==> src/rtl/ascon_decrypt_top_pkg.sv <==
// ascon_decrypt_top_pkg: shared ASCON-128 constants, state/FSM types and the single-round permutation.
package ascon_decrypt_top_pkg;
  localparam logic [63:0] IV = 64'h80400C0600000000;
  localparam int ROUNDS_A = 12;
  localparam int ROUNDS_B = 6;

  typedef struct packed {
    logic [63:0] x0;
    logic [63:0] x1;
    logic [63:0] x2;
    logic [63:0] x3;
    logic [63:0] x4;
  } ascon_state_t;

  typedef enum logic [2:0] {
    IDLE, INIT, WAIT_AD, PERM_AD, WAIT_CT, PERM_CT, FINAL, DONE
  } dec_state_t;

  function automatic logic [63:0] ror64(input logic [63:0] v, input int n);
    return (v >> n) | (v << (64 - n));
  endfunction

  // One round indexed by r (0..11): constant addition, bitsliced S-box, linear layer.
  function automatic ascon_state_t ascon_round(input ascon_state_t s, input logic [3:0] r);
    logic [63:0] x0, x1, x2, x3, x4, t0, t1, t2, t3, t4;
    x0 = s.x0 ^ s.x4;
    x1 = s.x1;
    x2 = s.x2 ^ {56'd0, ~r, r} ^ s.x1;
    x3 = s.x3;
    x4 = s.x4 ^ s.x3;
    t0 = ~x0 & x1;
    t1 = ~x1 & x2;
    t2 = ~x2 & x3;
    t3 = ~x3 & x4;
    t4 = ~x4 & x0;
    x0 = x0 ^ t1;
    x1 = x1 ^ t2;
    x2 = x2 ^ t3;
    x3 = x3 ^ t4;
    x4 = x4 ^ t0;
    x1 = x1 ^ x0;
    x0 = x0 ^ x4;
    x3 = x3 ^ x2;
    x2 = ~x2;
    return '{x0: x0 ^ ror64(x0, 19) ^ ror64(x0, 28),
             x1: x1 ^ ror64(x1, 61) ^ ror64(x1, 39),
             x2: x2 ^ ror64(x2, 1) ^ ror64(x2, 6),
             x3: x3 ^ ror64(x3, 10) ^ ror64(x3, 17),
             x4: x4 ^ ror64(x4, 7) ^ ror64(x4, 41)};
  endfunction
endpackage

==> src/rtl/ascon_dec_fsm.sv <==
// ascon_dec_fsm: phase sequencing, round and block counters, datapath strobes for the ASCON-128 decryptor.
module ascon_dec_fsm import ascon_decrypt_top_pkg::*; #(
  parameter int NB_CT = 3
) (
  input  logic       clock_i,
  input  logic       resetb_i,
  input  logic       start_i,
  input  logic       data_valid_i,
  output dec_state_t o_state,
  output logic [3:0] o_rnd,
  output logic       o_load,
  output logic       o_ad,
  output logic       o_ct,
  output logic       o_last,
  output logic       o_rlast,
  output logic       o_busy,
  output logic       o_end
);
  dec_state_t r_state;
  logic [3:0] r_rnd, r_blk;
  logic r_busy, r_end;

  assign o_state = r_state;
  assign o_rnd   = r_rnd;
  assign o_busy  = r_busy;
  assign o_end   = r_end;
  assign o_load  = (r_state == IDLE || r_state == DONE) && start_i;
  assign o_ad    = r_state == WAIT_AD && data_valid_i;
  assign o_ct    = r_state == WAIT_CT && data_valid_i;
  assign o_last  = r_blk == 4'(NB_CT - 1);
  assign o_rlast = r_rnd == 4'd11;

  always_ff @(posedge clock_i or negedge resetb_i)
    if (!resetb_i) begin
      r_state <= IDLE;
      r_rnd   <= '0;
      r_blk   <= '0;
      r_busy  <= 1'b0;
      r_end   <= 1'b0;
    end else if (o_load) begin
      r_state <= INIT;
      r_rnd   <= 4'(12 - ROUNDS_A);
      r_blk   <= '0;
      r_busy  <= 1'b1;
      r_end   <= 1'b0;
    end else
      case (r_state)
        INIT, PERM_AD, PERM_CT, FINAL: begin
          r_rnd <= o_rlast ? 4'd0 : r_rnd + 4'd1;
          if (o_rlast) r_state <= r_state == INIT ? WAIT_AD : r_state == FINAL ? DONE : WAIT_CT;
          if (o_rlast && r_state == FINAL) begin
            r_busy <= 1'b0;
            r_end  <= 1'b1;
          end
        end
        WAIT_AD: if (data_valid_i) begin
          r_state <= PERM_AD;
          r_rnd   <= 4'(12 - ROUNDS_B);
        end
        WAIT_CT: if (data_valid_i) begin
          r_blk   <= r_blk + 4'd1;
          r_state <= o_last ? FINAL : PERM_CT;
          r_rnd   <= o_last ? 4'(12 - ROUNDS_A) : 4'(12 - ROUNDS_B);
        end
        default: ;
      endcase
endmodule

==> src/rtl/ascon_decrypt_top.sv <==
// ascon_decrypt_top: ASCON-128 decryption, one permutation round per clock.
// Optional ASCON_DEC_TAG_CHECK_EN builds the tag comparator driving tag_ok_o.
module ascon_decrypt_top import ascon_decrypt_top_pkg::*; #(
  parameter int NB_CT = 3
) (
  input  logic         clock_i,
  input  logic         resetb_i,
  input  logic         start_i,
  input  logic [127:0] key_i,
  input  logic [127:0] nonce_i,
  input  logic [63:0]  data_i,
  input  logic         data_valid_i,
  input  logic [127:0] tag_i,
  output logic [63:0]  plain_o,
  output logic         plain_valid_o,
  output logic [127:0] tag_o,
  output logic         tag_ok_o,
  output logic         end_o,
  output logic         busy_o
);
  dec_state_t w_state;
  logic [3:0] w_rnd;
  logic w_load, w_ad, w_ct, w_last, w_rlast, w_perm, w_fin;
  ascon_state_t r_s, w_r, w_post;
  logic [127:0] w_tag, r_tag;
  logic [63:0] r_plain;
  logic r_pv;

  ascon_dec_fsm #(.NB_CT(NB_CT)) u_fsm (
    .clock_i(clock_i), .resetb_i(resetb_i), .start_i(start_i), .data_valid_i(data_valid_i),
    .o_state(w_state), .o_rnd(w_rnd), .o_load(w_load), .o_ad(w_ad), .o_ct(w_ct),
    .o_last(w_last), .o_rlast(w_rlast), .o_busy(busy_o), .o_end(end_o)
  );

  assign w_r    = ascon_round(r_s, w_rnd);
  assign w_perm = w_state inside {INIT, PERM_AD, PERM_CT, FINAL};
  assign w_fin  = w_rlast && w_state == FINAL;
  // Key feed-forward closes INIT; the trailing 1 separates AD from ciphertext.
  assign w_post = w_r ^ {192'd0, (w_rlast && w_state == INIT) ? key_i : 128'd0}
                      ^ {319'd0, w_rlast && w_state == PERM_AD};
  assign w_tag  = {w_r.x3, w_r.x4} ^ key_i;

  assign plain_o       = r_plain;
  assign plain_valid_o = r_pv;
  assign tag_o         = r_tag;

  always_ff @(posedge clock_i or negedge resetb_i)
    if (!resetb_i) begin
      r_s     <= '0;
      r_plain <= '0;
      r_pv    <= 1'b0;
      r_tag   <= '0;
    end else begin
      r_pv <= w_ct;
      if (w_ct) r_plain <= r_s.x0 ^ data_i;
      if (w_fin) r_tag <= w_tag;
      if (w_load) r_s <= {IV, key_i, nonce_i};
      else if (w_ad) r_s.x0 <= r_s.x0 ^ data_i;
      else if (w_ct) r_s <= {data_i, r_s.x1 ^ (w_last ? key_i[127:64] : 64'd0),
                             r_s.x2 ^ (w_last ? key_i[63:0] : 64'd0), r_s.x3, r_s.x4};
      else if (w_perm) r_s <= w_post;
    end

`ifdef ASCON_DEC_TAG_CHECK_EN
  logic [127:0] r_tag_exp;
  logic r_tag_ok;
  assign tag_ok_o = r_tag_ok;
  always_ff @(posedge clock_i or negedge resetb_i)
    if (!resetb_i) begin
      r_tag_exp <= '0;
      r_tag_ok  <= 1'b0;
    end else begin
      if (w_ct && w_last) r_tag_exp <= tag_i;
      if (w_load) r_tag_ok <= 1'b0;
      else if (w_fin) r_tag_ok <= ~|(w_tag ^ r_tag_exp);
    end
`else
  logic w_unused_tag;
  assign w_unused_tag = ^tag_i;
  assign tag_ok_o     = 1'b0;
`endif
endmodule

==> config.mk <==
export PLATFORM = sky130hd
export DESIGN_NAME = ascon_decrypt_top
export DESIGN_NICKNAME = d
export VERILOG_FILES = /design/src/rtl/ascon_decrypt_top_pkg.sv /design/src/rtl/ascon_dec_fsm.sv /design/src/rtl/ascon_decrypt_top.sv
export SDC_FILE = /design/constraint.sdc
export NUM_CORES = 2
export LEC_CHECK = 0
export ABC_AREA = 1
export ABC_CLOCK_PERIOD_IN_PS = 2500
export CORE_MARGIN = 4
export CORE_UTILIZATION = 50
export CTS_CLUSTER_DIAMETER = 50
export DETAILED_ROUTE_END_ITERATION = 10
export DONT_BUFFER_PORTS = 1
export RECOVER_POWER = 50
export REMOVE_ABC_BUFFERS = 1
export SETUP_SLACK_MARGIN = 0.15
export SYNTH_ARGS = -nofsm -noshare
export SYNTH_HDL_FRONTEND = slang
export SYNTH_SLANG_ARGS = --single-unit
==> constraint.sdc <==
create_clock -name clock_i -period 2.5 [get_ports clock_i]
set_input_delay 0.375 -clock clock_i [delete_from_list [all_inputs] [get_ports clock_i]]
set_output_delay 0.375 -clock clock_i [all_outputs]
set_load 0.02 [all_outputs]
Word level (Yosys, flattened, before mapping)
Cells that the tools add are included.

cells by class
  add/subtract/negate cells = 2
  equality and inequality tests = 14
  multiplexer cells = 31
  bitwise logic cells = 50
  reduce and logical (&&, ||, !) cells = 24

operators by type and width
  kind                                  count
  XOR 64 bit                            24
  2-to-1 mux 320 bit                    3
  NOT 64 bit                            6
  bitwise AND 64 bit                    5
  XOR 320 x 1 -> 320 bit                1
  XOR 320 x 128 -> 320 bit              1
  2-to-1 mux 256 bit                    1
  2-to-1 mux 64 bit                     3
  2-to-1 mux 128 bit                    1
  XOR 128 bit                           1
  bitwise OR 23 x 64 -> 64 bit          1
  bitwise OR 25 x 64 -> 64 bit          1
  bitwise OR 3 x 64 -> 64 bit           1
  bitwise OR 36 x 64 -> 64 bit          1
  bitwise OR 45 x 64 -> 64 bit          1
  bitwise OR 47 x 64 -> 64 bit          1
  bitwise OR 54 x 64 -> 64 bit          1
  bitwise OR 57 x 64 -> 64 bit          1
  bitwise OR 58 x 64 -> 64 bit          1
  bitwise OR 63 x 64 -> 64 bit          1
  XOR 64 x 8 -> 64 bit                  1
  2-to-1 mux 4 bit                      7
  2-to-1 mux 3 bit                      6
  == test 3 bit, second input constant  4
  other kinds (23)                      47

word-level totals
  flip-flop bits (word level) = 526
  input port bits = 452
  output and inout bits = 196
  word-level logic and storage cells = 134

Logic depth before layout (Yosys ltp)
  word-level depth = 16
  gate-level depth with buffers = 17
  mapped depth without buffers = 17

Hierarchy
From an unflattened synthesis, not the netlist that was laid out.

second synthesis, totals
  cells, all modules = 8685
  area, all modules = 52714.3 um^2

modules (own cells, without submodules)
  module             instances  cells each  area an instance (um^2)  seq. area each (um^2)
  ascon_decrypt_top  1          8558        51748.4                  12837.3
  ascon_dec_fsm      1          127         965.9                    325.3

Least setup slack after synthesis
Ideal clock, no wire load.

  path type = reg2reg
  from = register u_fsm.r_rnd[0], in the netlist u_fsm.o_rnd[0]
  to = register r_s[122] in the netlist's numbering
  library setup time = 0.122 ns
  arrival = 2.068 ns
  data required time = 2.378 ns
  setup slack = 0.309 ns
  stages on the path, launching flop included = 13
  path buffers = 1
  clock period less this slack = 2.191 ns
  cell sequence = dfrtp_1 clkbuf_1 xnor2_1 ha_1 xnor2_1 xor2_1 nand2_1 nand2_1 nand2_1 nand2_1 nand2_1 nand3_1 a21oi_1

between the ends
  word-level cells in the longest chain between the ends = 14
  elaborated cells on any way between the ends = 17
  classes of those cells = 1 x eq/ne; 5 x mux; 10 x bitwise; 1 x reduce/logical

ends and longest elaborated chain
  what                          RTL line                     text
  start, declared               ascon_dec_fsm.sv:20          logic [3:0] r_rnd, r_blk;
  start signal, assigned        ascon_dec_fsm.sv:42          r_rnd <= 4'(12 - ROUNDS_A);
  start signal, assigned        ascon_dec_fsm.sv:49          r_rnd <= o_rlast ? 4'd0 : r_rnd + 4'd1;
  start signal, assigned        ascon_dec_fsm.sv:58          r_rnd <= 4'(12 - ROUNDS_B);
  NOT 4 bit                     ascon_decrypt_top_pkg.sv:28  x2 = s.x2 ^ {56'd0, ~r, r} ^ s.x1;
  XOR 64 x 8 -> 64 bit          ascon_decrypt_top_pkg.sv:28
  XOR 64 bit                    ascon_decrypt_top_pkg.sv:28
  XOR 64 bit                    ascon_decrypt_top_pkg.sv:38  x2 = x2 ^ t3;
  XOR 64 bit                    ascon_decrypt_top_pkg.sv:43  x3 = x3 ^ x2;
  bitwise OR 54 x 64 -> 64 bit  ascon_decrypt_top_pkg.sv:20  return (v >> n) | (v << (64 - n));
  XOR 64 bit (2 in a row)       ascon_decrypt_top_pkg.sv:48  x3: x3 ^ ror64(x3, 10) ^ ror64(x3, 17),
  XOR 320 x 128 -> 320 bit *    ascon_decrypt_top.sv:39      assign w_post = w_r ^ {192'd0, (w_rlast && w_state == INIT) ? key_i : 128'd0}
  XOR 320 x 1 -> 320 bit *      ascon_decrypt_top.sv:40      ^ {319'd0, w_rlast && w_state == PERM_AD};
  2-to-1 mux 320 bit *          ascon_decrypt_top.sv:61      else if (w_perm) r_s <= w_post;
  2-to-1 mux 320 bit *          ascon_decrypt_top.sv:59      else if (w_ct) r_s <= {data_i, r_s.x1 ^ (w_last ? key_i[127:64] : 64'd0),
  2-to-1 mux 256 bit *          ascon_decrypt_top.sv:58      else if (w_ad) r_s.x0 <= r_s.x0 ^ data_i;
  2-to-1 mux 320 bit *          ascon_decrypt_top.sv:57      if (w_load) r_s <= {IV, key_i, nonce_i};
  end signal, assigned          ascon_decrypt_top.sv:57
  end signal, assigned          ascon_decrypt_top.sv:59
  end signal, assigned          ascon_decrypt_top.sv:61
  end, declared                 ascon_decrypt_top.sv:24      ascon_state_t r_s, w_r, w_post;

Every way passes the cells marked *; elsewhere a longest branch is shown, timed or not. The select of a mux whose other input is x is not followed.
A chain may end at the register's enable or synchronous reset.

Final worst setup path
  from = register r_s[245] in the netlist's numbering
  to = register r_s[181] in the netlist's numbering

between the ends
  word-level cells in the longest chain between the ends = 11

ends and longest elaborated chain
  what                      RTL line                     text
  XOR 64 bit                ascon_decrypt_top_pkg.sv:28
  XOR 64 bit                ascon_decrypt_top_pkg.sv:38
  NOT 64 bit                ascon_decrypt_top_pkg.sv:44  x2 = ~x2;
  XOR 64 bit (2 in a row)   ascon_decrypt_top_pkg.sv:47  x2: x2 ^ ror64(x2, 1) ^ ror64(x2, 6),
  XOR 320 x 128 -> 320 bit  ascon_decrypt_top.sv:39
  XOR 320 x 1 -> 320 bit    ascon_decrypt_top.sv:40
  2-to-1 mux 320 bit        ascon_decrypt_top.sv:61
  2-to-1 mux 320 bit        ascon_decrypt_top.sv:59
  2-to-1 mux 256 bit        ascon_decrypt_top.sv:58
  2-to-1 mux 320 bit        ascon_decrypt_top.sv:57

Every way passes these cells. The select of a mux whose other input is x is not followed.

==> results.py <==
metrics = {
    "status": {
        "status": "finished, violations left",
        "violations": "negative hold slack",
    },
    "final_layout": {
        "multi_input_area_um2": 35120,
        "fin_area_um2": 67830,
        "nFillCells": 8673,
        "area_delta_synth_final_pct": 34.42,
        "drive_gt1_share_pct": 15.92,
        "seq_area_um2": 13200,
        "fin_nets": 10086,
    },
    "run": {
        "cap_violations": 0,
    },
    "cts": {
        "ctsRootBufferMaster": "clkbuf_16",
        "tritoncts": "built",
        "clock-sinks": 526,
        "cts_max_level": 3,
        "clockBufferDepth": 3,
        "numCtsBuffers": 89,
        "clock_latency_ps": 700,
        "clkTransAtPathRegs_ps": 60,
    },
    "logic_synthesis": {
        "synth_cell_types": 38,
        "synth_area_leaders": "dfrtp_1, nand2_1, nand3_1",
        "synth-seq-cells": 526,
        "yosys_warnings": 0,
        "yosysTopAreaCell": "dfrtp_1",
        "synth_edf_count": 0,
        "synth_ff_type": "dfrtp_1",
        "synth_top_area_share_pct": 26.09,
        "yosysSeqAreaShare_pct": 26.09,
        "synthCells": 8467,
        "netlist_area_um2": 50460,
        "synthArstFlopShare_pct": 100.0,
        "syn_area_per_cell_um2": 5.959,
    },
    "worst_hold_path": {
        "hold_path.class": "input pin to asynchronous set/reset pin",
    },
    "routing": {
        "drt_iter0_drc": 9670,
        "dr.pass1.iters": 8,
        "drc": 0,
        "via_per_inst": 6.058,
        "via_count": 65957,
        "wl_per_cell_um": 26.24,
        "final_antenna_net_count": 0,
        "drt_wl_total_um": 285700,
    },
    "timing": {
        "setup_viol": 0,
        "slew_violations": 0,
        "final.period_utilization_pct": 95.94,
        "finClkSkew_ps": 41.21,
        "rsz0062_at_grt": "true",
        "fmax_mhz": 416.9,
        "layout_min_cycle_time_ps": 2398,
        "slew_headroom_pct": 13.01,
        "hold_viol": 526,
        "worstMarginPinSlew_ps": 1305,
        "timing.hold.ws_ps": -630.7,
    },
    "floorplanning": {
        "fp.dieW_um": 325.7,
        "start_util_pct": 50.38,
        "io_pins": 648,
        "rows": 116,
        "die_height_um": 325.7,
        "die_area_um2": 106100,
        "design.core.area_um2": 100100,
    },
    "worst_setup_path": {
        "required_ps": 3110,
        "crit_type": "flip-flop to flip-flop",
        "crit_path_start_kind": "flip-flop",
        "end_kind": "flip-flop",
        "cp_max_fo": 5,
        "cpMaxStageDelayCell": "xor2_1",
        "crit_chain": "inv_1 > ha_1 > xnor2_2 > buf_6 > xnor2_1 > xor2_1 > o21bai_1 > a21oi_1",
        "cpPeakStageDelay_ps": 470,
        "arrival_ps": 3010,
    },
    "placement": {
        "io_buffers": 0,
        "dp_hpwl_um": 215300,
        "place_congestion": 1.117,
        "dpl_cell_area_um2": 58320,
    },
    "global_route": {
        "gr-total-overflow": 0,
        "first_global_vias": 59325,
        "grt_max_degree": 527,
        "grt_pass1_wl_um": 394600,
        "antenna_found_initial": 25,
        "grt_use_total_pct": 50.40,
    },
}
==> final timing paths <==
kind / from / endpoint / slack, ps / cells past startpoint
min in group clock_i: data_i[43] / r_s[299] / 20 / 4
max in group asynchronous: resetb_i / u_fsm.o_rnd[3] / 1960 / 0
max reg2reg: r_s[245] / r_s[181] / 100 / 8
min: resetb_i / tag_o[86] / -630 / 0
min reg2reg: u_fsm.r_blk[3] / u_fsm.r_blk[3] / 470 / 1
max: r_s[245] / r_s[181] / 100 / 8
==> cell usage in the layout, fill, tap and decap left out, types with 115 or more instances in the layout <==
| master | instances |
|---|---|
| nand2_1 | 3168 |
| xor2_1 | 264 |
| dlygate4sd3_1 | 320 |
| xnor2_1 | 121 |
| nand3_1 | 961 |
| a21oi_1 | 464 |
| nand2_2 | 147 |
| o21ai_0 | 310 |
| dfrtp_1 | 497 |
| buf_4 | 745 |
| ha_1 | 115 |
| nor2_1 | 614 |
| inv_1 | 850 |
==> through the flow <==
step | hold WS (ps) | setup slack, ps | std cells | utilization [%] | TNS [ps]
2_1_floorplan | 79.41 | -13040 | 8202 | - | -4106070
3_3_place_gp | 92.08 | -116.7 | 10325 | 58.23 | -340.5
3_5_place_dp | 94.77 | -127.8 | 10325 | 58.23 | -526.6
4_1_cts | -644.9 | 141.2 | 10812 | 64.86 | 0
5_1_grt | -626.4 | 42.76 | 10877 | 67.70 | 0
6_report | -630.7 | 101.5 | 10888 | 67.73 | 0
==> critical path: cells and delay by family (launching register included) <==
| kind | cells | cell delay [ps] |
|---|---|---|
| AO/OA/AOI/OAI | 2 | 280 |
| XOR/XNOR | 3 | 910 |
| adder cells (fa/ha/maj) | 1 | 320 |
| buffers and inverters | 2 | 360 |
| flip-flops | 1 | 430 |
==> synthesized netlist by cell type, drive strengths merged, types with 2 or more instances <==
library cell and number:
nand4 47, buf 124, o221ai 6, o211ai 41
o21ai 334, ha 131, or2 14, inv 887
a21boi 4, nor2 622, a22oi 18, a21oi 478
nand3b 71, o21bai 38, clkinv 2, nand3 1003
xor2 327, nand2 3339, a31oi 116, clkbuf 141
xnor2 193, dfrtp 526
==> repair_timing <==
item / 4_1_cts / 5_1_grt
setup buffers: 3 / 56
cloned: 0 / 6
endpoints found under the setup margin: 98 / 316
endpoints found under the hold margin: 1027 / 527
pin swaps: 12 / 85
hold buffers: 319 / 1
gates resized for setup: 66 / 497
==> sequential cells by signal (all words and copies together), names as in the netlist <==
| register | flops |
|---|---|
| u_fsm.o_busy | 1 |
| plain_o | 64 |
| tag_o | 128 |
| plain_valid_o | 1 |
| r_s | 320 |
| u_fsm.o_rnd | 4 |
| u_fsm.r_blk | 4 |
| u_fsm.o_state | 3 |
| u_fsm.o_end | 1 |
==> kinds of logic after synthesis <==
group / after synthesis / synth area share [%]
other: 1 / 0.007432
AND/OR/NAND/NOR: 5097 / 41.27
adder cells (fa/ha/maj): 131 / 3.248
XOR/XNOR: 520 / 9.353
flip-flops: 526 / 26.09
buffers and inverters: 1154 / 8.872
AO/OA/AOI/OAI: 1038 / 11.17
==> per-layer routing <==
metal | share of wire (%) | global-route usage, %
met5 | 0.12 | 0
met4 | 11 | 40.37
met3 | 14 | 14.63
met2 | 40 | 73.40
met1 | 35 | 62.09
==> cell type report <==
class | instances | share of cell area (%)
multi-input combinational | 6787 | 51.78
sequential | 526 | 19.46
timing repair buffer | 1210 | 16.69
inverter | 889 | 5.058
clock buffer | 101 | 3.487
tap | 1298 | 2.394
clock inverter | 64 | 1.087
antenna | 13 | 0.04796
Power is left out: the tool's default activity adds up to more than one toggle a clock period on the data nets, which glitch-free logic cannot reach.
